`src/rtl/intersection_light_sequencer.sv`:
```
// Round-robin intersection light controller with sticky fault-flash mode.
// Optional pedestrian-request latching is enabled by defining TLS_PED_REQUEST_EN.
module intersection_light_sequencer #(
  parameter int NUM_ROADS = 2,
  parameter int TICK_DIV  = 50_000_000,
  parameter int TIME_W    = 8,
  parameter int ALLRED_S  = 2,
  parameter int LEFT_S    = 10,
  parameter int PED_S     = 10,
  parameter int GREEN_S   = 20,
  parameter int YELLOW_S  = 5,
  parameter int FLASH_DIV = 25_000_000,
  localparam int RW = (NUM_ROADS > 2) ? $clog2(NUM_ROADS) : 1
) (
  input  logic                 in_clock,
  input  logic                 in_reset_n,
  input  logic                 in_issue,
`ifdef TLS_PED_REQUEST_EN
  input  logic [NUM_ROADS-1:0] in_ped_request,
`endif
  output logic [NUM_ROADS-1:0] out_red,
  output logic [NUM_ROADS-1:0] out_yellow,
  output logic [NUM_ROADS-1:0] out_green,
  output logic [NUM_ROADS-1:0] out_left_turn,
  output logic [NUM_ROADS-1:0] out_pedestrian,
  output logic [RW-1:0]        out_active_road,
  output logic [2:0]           out_state,
  output logic                 out_fault
);
  localparam int PW = (TICK_DIV > 1) ? $clog2(TICK_DIV) : 1;
  localparam int FW = (FLASH_DIV > 1) ? $clog2(FLASH_DIV) : 1;
  localparam logic [PW-1:0]     TICK_LAST       = PW'(TICK_DIV - 1);
  localparam logic [FW-1:0]     FLASH_LAST      = FW'(FLASH_DIV - 1);
  localparam logic [TIME_W-1:0] ALLRED_END      = TIME_W'(ALLRED_S - 1);
  localparam logic [TIME_W-1:0] LEFT_END        = TIME_W'(LEFT_S - 1);
  localparam logic [TIME_W-1:0] PED_END         = TIME_W'(PED_S - 1);
  localparam logic [TIME_W-1:0] GREEN_END       = TIME_W'(GREEN_S - 1);
  localparam logic [TIME_W-1:0] GREEN_SHORT_END = TIME_W'(GREEN_S - PED_S - 1);
  localparam logic [TIME_W-1:0] YELLOW_END      = TIME_W'(YELLOW_S - 1);
  localparam logic [RW-1:0]     LAST_ROAD       = RW'(NUM_ROADS - 1);

  typedef enum logic [2:0] {
    ALL_RED     = 3'd0,
    LEFT_TURN   = 3'd1,
    GREEN_PEDES = 3'd2,
    GREEN       = 3'd3,
    YELLOW      = 3'd4,
    ISSUE       = 3'd5
  } state_t;

  state_t            state_reg, state_next;
  logic [RW-1:0]     road_reg, road_next;
  logic [PW-1:0]     presc_reg;
  logic [TIME_W-1:0] phase_cnt_reg;
  logic [FW-1:0]     flash_cnt_reg;
  logic              flash_reg;
  logic              ped_phase_reg, ped_phase_next;  // this turn's GREEN follows GREEN_PEDES
  logic              tick, phase_end, ped_take, ped_pending;
  logic [TIME_W-1:0] dur_end;

  assign tick = (presc_reg == TICK_LAST);

`ifdef TLS_PED_REQUEST_EN
  logic [NUM_ROADS-1:0] ped_latch_reg, ped_clear;

  assign ped_pending = ped_latch_reg[road_reg];

  for (genvar gi = 0; gi < NUM_ROADS; gi++) begin : g_ped_clear
    assign ped_clear[gi] = ped_take && (road_reg == RW'(gi));
  end

  // A request arriving on the clearing edge survives: set has priority over clear.
  always_ff @(posedge in_clock or negedge in_reset_n) begin
    if (!in_reset_n) begin
      ped_latch_reg <= '0;
    end else if (state_next != ISSUE) begin
      ped_latch_reg <= (ped_latch_reg & ~ped_clear) | in_ped_request;
    end
  end
`else
  assign ped_pending = 1'b1;
`endif

  always_comb begin
    state_next     = state_reg;
    road_next      = road_reg;
    ped_phase_next = ped_phase_reg;
    ped_take       = 1'b0;
    dur_end        = ALLRED_END;
    case (state_reg)
      LEFT_TURN:   dur_end = LEFT_END;
      GREEN_PEDES: dur_end = PED_END;
      GREEN:       dur_end = ped_phase_reg ? GREEN_SHORT_END : GREEN_END;
      YELLOW:      dur_end = YELLOW_END;
      default:     dur_end = ALLRED_END;
    endcase
    phase_end = tick && (phase_cnt_reg == dur_end);

    if (in_issue || state_reg == ISSUE) begin
      state_next = ISSUE;
    end else if (phase_end) begin
      case (state_reg)
        ALL_RED: state_next = LEFT_TURN;
        LEFT_TURN: begin
          if (ped_pending) begin
            state_next     = GREEN_PEDES;
            ped_take       = 1'b1;
            ped_phase_next = 1'b1;
          end else begin
            state_next     = GREEN;
            ped_phase_next = 1'b0;
          end
        end
        GREEN_PEDES: state_next = GREEN;
        GREEN:       state_next = YELLOW;
        YELLOW: begin
          state_next = ALL_RED;
          road_next  = (road_reg == LAST_ROAD) ? '0 : road_reg + RW'(1);
        end
        default: state_next = ALL_RED;
      endcase
    end
  end

  always_ff @(posedge in_clock or negedge in_reset_n) begin
    if (!in_reset_n) begin
      state_reg     <= ALL_RED;
      road_reg      <= '0;
      presc_reg     <= '0;
      phase_cnt_reg <= '0;
      flash_cnt_reg <= '0;
      flash_reg     <= 1'b1;
      ped_phase_reg <= 1'b0;
    end else begin
      state_reg     <= state_next;
      road_reg      <= road_next;
      ped_phase_reg <= ped_phase_next;
      if (state_next != state_reg) begin
        presc_reg     <= '0;
        phase_cnt_reg <= '0;
      end else begin
        presc_reg <= tick ? '0 : presc_reg + PW'(1);
        if (tick) phase_cnt_reg <= phase_cnt_reg + TIME_W'(1);
      end
      if (state_reg == ISSUE) begin
        if (flash_cnt_reg == FLASH_LAST) begin
          flash_cnt_reg <= '0;
          flash_reg     <= ~flash_reg;
        end else begin
          flash_cnt_reg <= flash_cnt_reg + FW'(1);
        end
      end else begin
        flash_cnt_reg <= '0;
        flash_reg     <= 1'b1;
      end
    end
  end

  for (genvar gi = 0; gi < NUM_ROADS; gi++) begin : g_lamps
    logic on, lit;
    assign on  = (road_reg == RW'(gi));
    assign lit = on && (state_reg == LEFT_TURN || state_reg == GREEN_PEDES ||
                        state_reg == GREEN || state_reg == YELLOW);
    assign out_left_turn[gi]  = on && (state_reg == LEFT_TURN);
    assign out_green[gi]      = on && (state_reg == GREEN_PEDES || state_reg == GREEN);
    assign out_pedestrian[gi] = on && (state_reg == GREEN_PEDES);
    assign out_yellow[gi]     = on && (state_reg == YELLOW);
    assign out_red[gi]        = (state_reg == ISSUE) ? flash_reg : !lit;
  end

  assign out_active_road = road_reg;
  assign out_state       = state_reg;
  assign out_fault       = (state_reg == ISSUE);
endmodule

```
`config.mk`:
```
export PLATFORM = sky130hd
export DESIGN_NAME = intersection_light_sequencer
export DESIGN_NICKNAME = d
export VERILOG_FILES = /design/src/rtl/intersection_light_sequencer.sv
export SDC_FILE = /design/constraint.sdc
export NUM_CORES = 1
export LEC_CHECK = 0
export CAP_MARGIN = 5
export CORE_MARGIN = 3
export CORE_UTILIZATION = 35
export CTS_CLUSTER_SIZE = 30
export DETAILED_ROUTE_END_ITERATION = 10
export PLACE_DENSITY = 0.52
export SLEW_MARGIN = 20
export SYNTH_ARGS = -nofsm -noshare
export SYNTH_HDL_FRONTEND = slang
export SYNTH_SLANG_ARGS = --single-unit
```
`constraint.sdc`:
```
create_clock -name in_clock -period 2.9 [get_ports in_clock]
set_input_delay 0.58 -clock in_clock [delete_from_list [all_inputs] [get_ports in_clock]]
set_output_delay 0.58 -clock in_clock [all_outputs]
set_load 0.05 [all_outputs]
```
==> impl_metrics.py, run 1 <==
metrics = {
    "pwr": {
        "power_leakage_nw": 1.71,
        "p_total_w": 0.00221,
        "power.density_nw_per_um2": 555,
        "ir_worst_vdd_uv": 252,
    },
    "finish": {
        "num_antenna_cells": 0,
        "fill_cells": 949,
        "nNetsFinal": 397,
        "drive_gt1_frac": 0.0833,
        "largest_register_ffs": 26,
        "fin_cells": 525,
        "syn_to_final_growth_pct": 13.7,
    },
    "clocking": {
        "clk_latency_ns": 0.35,
        "cts_hold_buf": 0,
        "numCtsBuffers": 9,
        "cts_root_buf": "clkbuf_8",
        "cts-htree-levels": 3,
        "numClockSinks": 65,
        "tritoncts": "done",
        "clockBufferDepth": 2,
        "path_clk_slew_ns": 0.08,
    },
    "synthesis": {
        "synthArstFlopShare": 1.00,
        "yosys-top-cells-area": "dfrtp_1 (46%), xor2_1 (9.5%), nor2_1 (7.9%)",
        "synth_cell_types": 51,
        "synth_top_area_cell": "dfrtp_1",
        "synth-edff-count": 0,
        "ys_ff_latch": 65,
        "syn_area_per_cell_sq_um": 9.45,
        "synth_top_area_frac": 0.457,
        "synth_nets": 377,
        "ys.flop_type": "dfrtp_1",
        "ys_warn_count": 0,
        "syn_area_sq_um": 3510,
        "seq_area_frac_synth": 0.464,
        "synth_cells": 371,
    },
    "setup_path": {
        "end_kind": "primary output",
        "path_buf_inv": 2,
        "crit_chain": "nor2b_1 -> nand2_1 -> inv_1 -> clkdlybuf4s50_1",
        "critPathSlowestCell": "clkdlybuf4s50_1",
        "cp_max_fo": 12,
        "crit_end": "out_fault",
        "r2r-end": "phase_cnt_reg[7]",
        "cp.required_ns": 2.32,
        "rrSetupSlack_ns": 0.43,
        "slowest_delay_ns": 0.83,
        "cp_data_arrival_time_ns": 2.11,
        "r2r_cells": 6,
        "start_kind": "flip-flop",
        "path_class": "flip-flop to primary output",
        "cp.depth": 4,
        "r2r-start": "presc_reg[0]",
        "startpoint": "out_state[1]",
        "cpLargestDelayFamily": "buffers and inverters",
    },
    "timing": {
        "max_slew.worst_pin.slew_ns": 0.823,
        "slew_viol_final": 0,
        "fin_setup_tns_ns": 0,
        "skew_ns": 0.0169,
        "grt_setup_unrepaired": "false",
        "min_period_ns": 2.69,
        "fmax_mhz": 372,
        "period_share": 0.927,
        "setup_viol": 0,
        "hold_viol": 0,
        "slew_headroom": 0.451,
    },
    "global_routing": {
        "grt.overflow.total": 0,
        "grt_max_degree": 66,
        "grt_pass1_wl_microns": 12300,
        "track_usage": 0.135,
        "antenna_found_initial": 0,
        "first_global_vias": 2603,
    },
    "routing": {
        "drtPass1Iterations": 4,
        "vias_per_cell": 5.05,
        "wl_per_cell_microns": 13.3,
        "wl_microns": 6990,
        "drt-initial-drc-count": 118,
        "drc_errors": 0,
        "vias": 2649,
        "postRouteAntennaNets": 0,
    },
    "die": {
        "die_width_microns": 106,
        "start_util": 0.369,
        "pin_count": 18,
        "die_area_sq_um": 11300,
        "core_sq_um": 9500,
        "fp.dieH_microns": 106,
        "rows": 35,
    },
    "job": {
        "cap_violations": 0,
    },
    "placement": {
        "gp_congestion": 0.733,
        "io_buffers": 17,
        "hpwl_microns": 4820,
        "dp.cells": 509,
    },
    "min_path": {
        "min_path_type": "input port to asynchronous set/reset pin",
    },
    "outcome": {
        "status": "finished clean",
    },
}
[timing repair]
item                                    4_1_cts  5_1_grt
pin swaps                                     0        0
endpoints found under the setup margin        2        1
buffers inserted                              0        0
gates resized for setup                       2        1
[cell families (layout without fill, tap and decap cells)]
logic type | after synthesis | after routing | share of synthesized area
buf+inv | 19 | 44 | 0.0307
simple gates | 209 | 209 | 0.316
xor+xnor | 52 | 52 | 0.130
flops | 65 | 65 | 0.464
mux | 3 | 3 | 0.00857
fa+ha+maj | 3 | 3 | 0.0107
compound gates | 20 | 20 | 0.0400
[worst min-delay path by stage]
stage / endpoint / depth (start not counted) / slack (ns)
2_1_floorplan: flash_cnt_reg[0] / 0 / 0.28
3_3_place_gp: presc_reg[0] / 1 / 0.47
3_5_place_dp: presc_reg[0] / 1 / 0.48
4_1_cts: flash_cnt_reg[22] / 2 / 0.43
5_1_grt: flash_cnt_reg[22] / 2 / 0.47
6_report: flash_cnt_reg[22] / 2 / 0.41
[synthesized netlist by cell type, drive strengths merged, types with 4 or more instances]
cell and count:
nand4 16, o21ai 5, and4 4, inv 5, and3 13, dfrtp 64
buf 7, nor3 10, xor2 38, nand2b 7, nor4b 4, nor2 74
or3 4, clkbuf 7, nand2 21, xnor2 14, nor4 7, nand3 29
[where the power goes]
group	internal [W]	switching, W
combinational	0.000131	0.000154
sequential	0.00102	0.000124
clock	0.000404	0.000386
total	0.00155	0.000664
[routing by layer]
metal,up-vias,track usage,wire (microns)
met2,33,0.205,3130
li1,1338,-,-
met1,1273,0.184,3560
met3,5,0.0437,255
met5,-,0,0
met4,0,0.0361,53
[final cells by class]
| class | count | area, sq um | share of cell area |
|---|---|---|---|
| clock buffer | 9 | 124 | 0.0311 |
| clock inverter | 7 | 77.6 | 0.0195 |
| inverter | 5 | 18.8 | 0.00471 |
| multi-input combinational | 287 | 1770 | 0.444 |
| sequential | 65 | 1630 | 0.409 |
| tap | 129 | 161 | 0.0405 |
| timing repair buffer | 23 | 206 | 0.0518 |
[metrics by stage]
step                area, sq um  setup slack (ns)   util  hold WS, ns
finish                     3990             0.210  0.420        0.409
global route               3990            0.0446  0.420        0.467
CTS                        3990            0.0405  0.419        0.433
detailed placement         3780             0.295  0.398        0.481
global placement           3780             0.347  0.398        0.470
floorplan                  3510             0.187      -        0.284
[cells in the final DEF, fill, tap and decap left out, types with 2 or more instances in the layout]
cell / synthesis / final
o21ai_0: 5 / 5
nor2b_1: 3 / 3
nor4_2: 2 / 2
nor4_1: 5 / 5
a22oi_1: 2 / 2
and3b_1: 2 / 2
nor4b_1: 3 / 3
dfrtp_1: 64 / 63
clkinv_4: 0 / 2
nor2_1: 74 / 74
xor2_1: 38 / 38
buf_4: 1 / 8
inv_6: 0 / 2
or4_1: 2 / 2
nand4bb_1: 2 / 2
mux2i_1: 3 / 3
nand4_1: 16 / 16
inv_1: 5 / 5
clkdlybuf4s50_1: 0 / 12
and4_1: 4 / 4
a21oi_1: 3 / 3
ha_1: 3 / 3
nand2b_1: 7 / 7
or3_1: 4 / 4
nand2_1: 21 / 21
nor3_1: 10 / 10
and2_1: 3 / 3
xnor2_1: 14 / 14
or4b_1: 2 / 2
clkbuf_8: 0 / 9
nand3_1: 29 / 29
and3_1: 13 / 13
[worst reg2reg max path, delay by kind of cell, from the launching register on]
kind	cells	cell delay, ns
flops	1	0.39
compound gates	2	0.60
fa+ha+maj	1	0.21
simple gates	3	1.17
Note: power is estimated with default switching activity, not from simulation.
==> run 2, diff against run 1 <==
- ABC_CLOCK_PERIOD_IN_PS: default -> 2900
- CTS_CLUSTER_SIZE: 30 -> 24
==> results of run 2 <==
No change in the layout: final DEF, timing and power equal those of run 1.
==> run 3, diff against run 2 <==
- CTS_CLUSTER_DIAMETER: default -> 100
- SKIP_CTS_REPAIR_TIMING: default -> 1
==> impl_metrics.py, run 3 (synthesis results as in run 1) <==
metrics = {
    "die": {
        "core_sq_um": 9500,
        "die_area_sq_um": 11300,
        "fp.dieH_microns": 106,
        "die_width_microns": 106,
        "start_util": 0.369,
        "rows": 35,
        "pin_count": 18,
    },
    "timing": {
        "fmax_mhz": 372,
        "slew_viol_final": 0,
        "setup_viol": 0,
        "max_slew.worst_pin.slew_ns": 0.823,
        "grt_setup_unrepaired": "false",
        "min_period_ns": 2.69,
        "fin_setup_tns_ns": 0,
        "hold_viol": 0,
        "skew_ns": 0.0168,
        "slew_headroom": 0.451,
        "period_share": 0.927,
    },
    "job": {
        "cap_violations": 0,
    },
    "setup_path": {
        "startpoint": "out_state[1]",
        "start_kind": "flip-flop",
        "end_kind": "primary output",
        "r2r-start": "presc_reg[0]",
        "cp_max_fo": 12,
        "path_class": "flip-flop to primary output",
        "cp_data_arrival_time_ns": 2.11,
        "cp.required_ns": 2.32,
    },
    "finish": {
        "largest_register_ffs": 26,
        "num_antenna_cells": 0,
        "syn_to_final_growth_pct": 13.8,
        "nNetsFinal": 397,
        "layout_commonest_cell": "nor2_1",
        "layout_common_cells": "nor2_1 (74), dfrtp_1 (63), xor2_1 (38)",
        "drive_gt1_frac": 0.0833,
        "fin_cells": 525,
    },
    "global_routing": {
        "grt.met2_usage": 0.205,
        "grt_max_degree": 66,
        "grt.overflow.total": 0,
        "antenna_found_initial": 0,
        "track_usage": 0.135,
        "first_global_vias": 2603,
        "use_met1": 0.184,
        "grt.busiest_layer": "met2",
        "grt_pass1_wl_microns": 12300,
        "grtUsageMet3": 0.0437,
    },
    "routing": {
        "drc_errors": 0,
        "vias_per_cell": 5.05,
        "postRouteAntennaNets": 0,
        "drtPass1Iterations": 5,
        "drt-initial-drc-count": 118,
        "wl_microns": 7000,
        "vias": 2651,
        "wl_per_cell_microns": 13.3,
    },
    "placement": {
        "hpwl_microns": 4820,
        "gp_congestion": 0.733,
        "dp.cells": 509,
        "io_buffers": 17,
    },
    "min_path": {
        "min_path_type": "input port to asynchronous set/reset pin",
    },
    "clocking": {
        "cts-htree-levels": 3,
        "path_clk_slew_ns": 0.08,
        "cts_root_buf": "clkbuf_8",
        "numCtsBuffers": 9,
        "clk_latency_ns": 0.35,
        "numClockSinks": 65,
        "clockBufferDepth": 2,
        "tritoncts": "done",
    },
    "pwr": {
        "power_leakage_nw": 1.72,
        "power.density_nw_per_um2": 555,
        "ir_worst_vdd_uv": 252,
    },
    "outcome": {
        "status": "finished clean",
    },
}
## run 3: changes by cell type in the layout (fill, tap and decap cells not counted)
cell | before | now
dlygate4sd2_1 | 1 | 0
dlymetal6s2s_1 | 1 | 2
## run 3: path summary, 6_finish.rpt
path                       cells after the start                 to  slack, ns
hold reg to reg                                1       presc_reg[0]       0.49
setup / recovery                               4          out_fault       0.21
min in group in_clock                          1       presc_reg[0]       0.49
hold / removal                                 2  flash_cnt_reg[22]       0.41
max in group asynchronous                      2       out_state[2]       1.92
setup reg to reg                               6   phase_cnt_reg[7]       0.43
## run 3: through the flow
step	total power, W	worst slack [ns]	util	hold slack (ns)	cell area [sq um]
2_1_floorplan	0.00135	0.187	-	0.284	3510
3_3_place_gp	0.00143	0.347	0.398	0.470	3780
3_5_place_dp	0.00145	0.295	0.398	0.481	3780
4_1_cts	0.00226	-0.100	0.419	0.433	3990
5_1_grt	0.00235	0.0446	0.420	0.467	3990
6_report	0.00221	0.210	0.420	0.409	3990
## run 3: cell type report
| cell class | count | area [sq um] |
|---|---|---|
| well taps | 129 | 161 |
| inverters | 5 | 18.8 |
| flip-flops and latches | 65 | 1630 |
| repair buffers | 23 | 210 |
| fillers | 947 | 5510 |
| clock buffers | 9 | 124 |
| clock inverters | 7 | 77.6 |
| multi-input cells | 287 | 1770 |
## run 3: critical path, stage by stage, from the launching register on
cell and delay, ns:
dfrtp_1 0.50, nor2b_1 0.16, nand2_1 0.10, inv_1 0.17
clkdlybuf4s50_1 0.83
## run 3: per-layer routing
layer	part of all wire	wire length (microns)	up-vias
met1	0.51	3560	1274
met3	0.037	258	5
li1	-	-	1337
met2	0.45	3130	35
met5	0	0	-
met4	0.0076	53	0
## run 3: report_power, final
group / leakage [nW] / internal, W / total [W] / switching, W
clock network: 0.100 / 0.000404 / 0.000790 / 0.000386
logic: 0.771 / 0.000131 / 0.000285 / 0.000154
registers: 0.845 / 0.00102 / 0.00114 / 0.000124
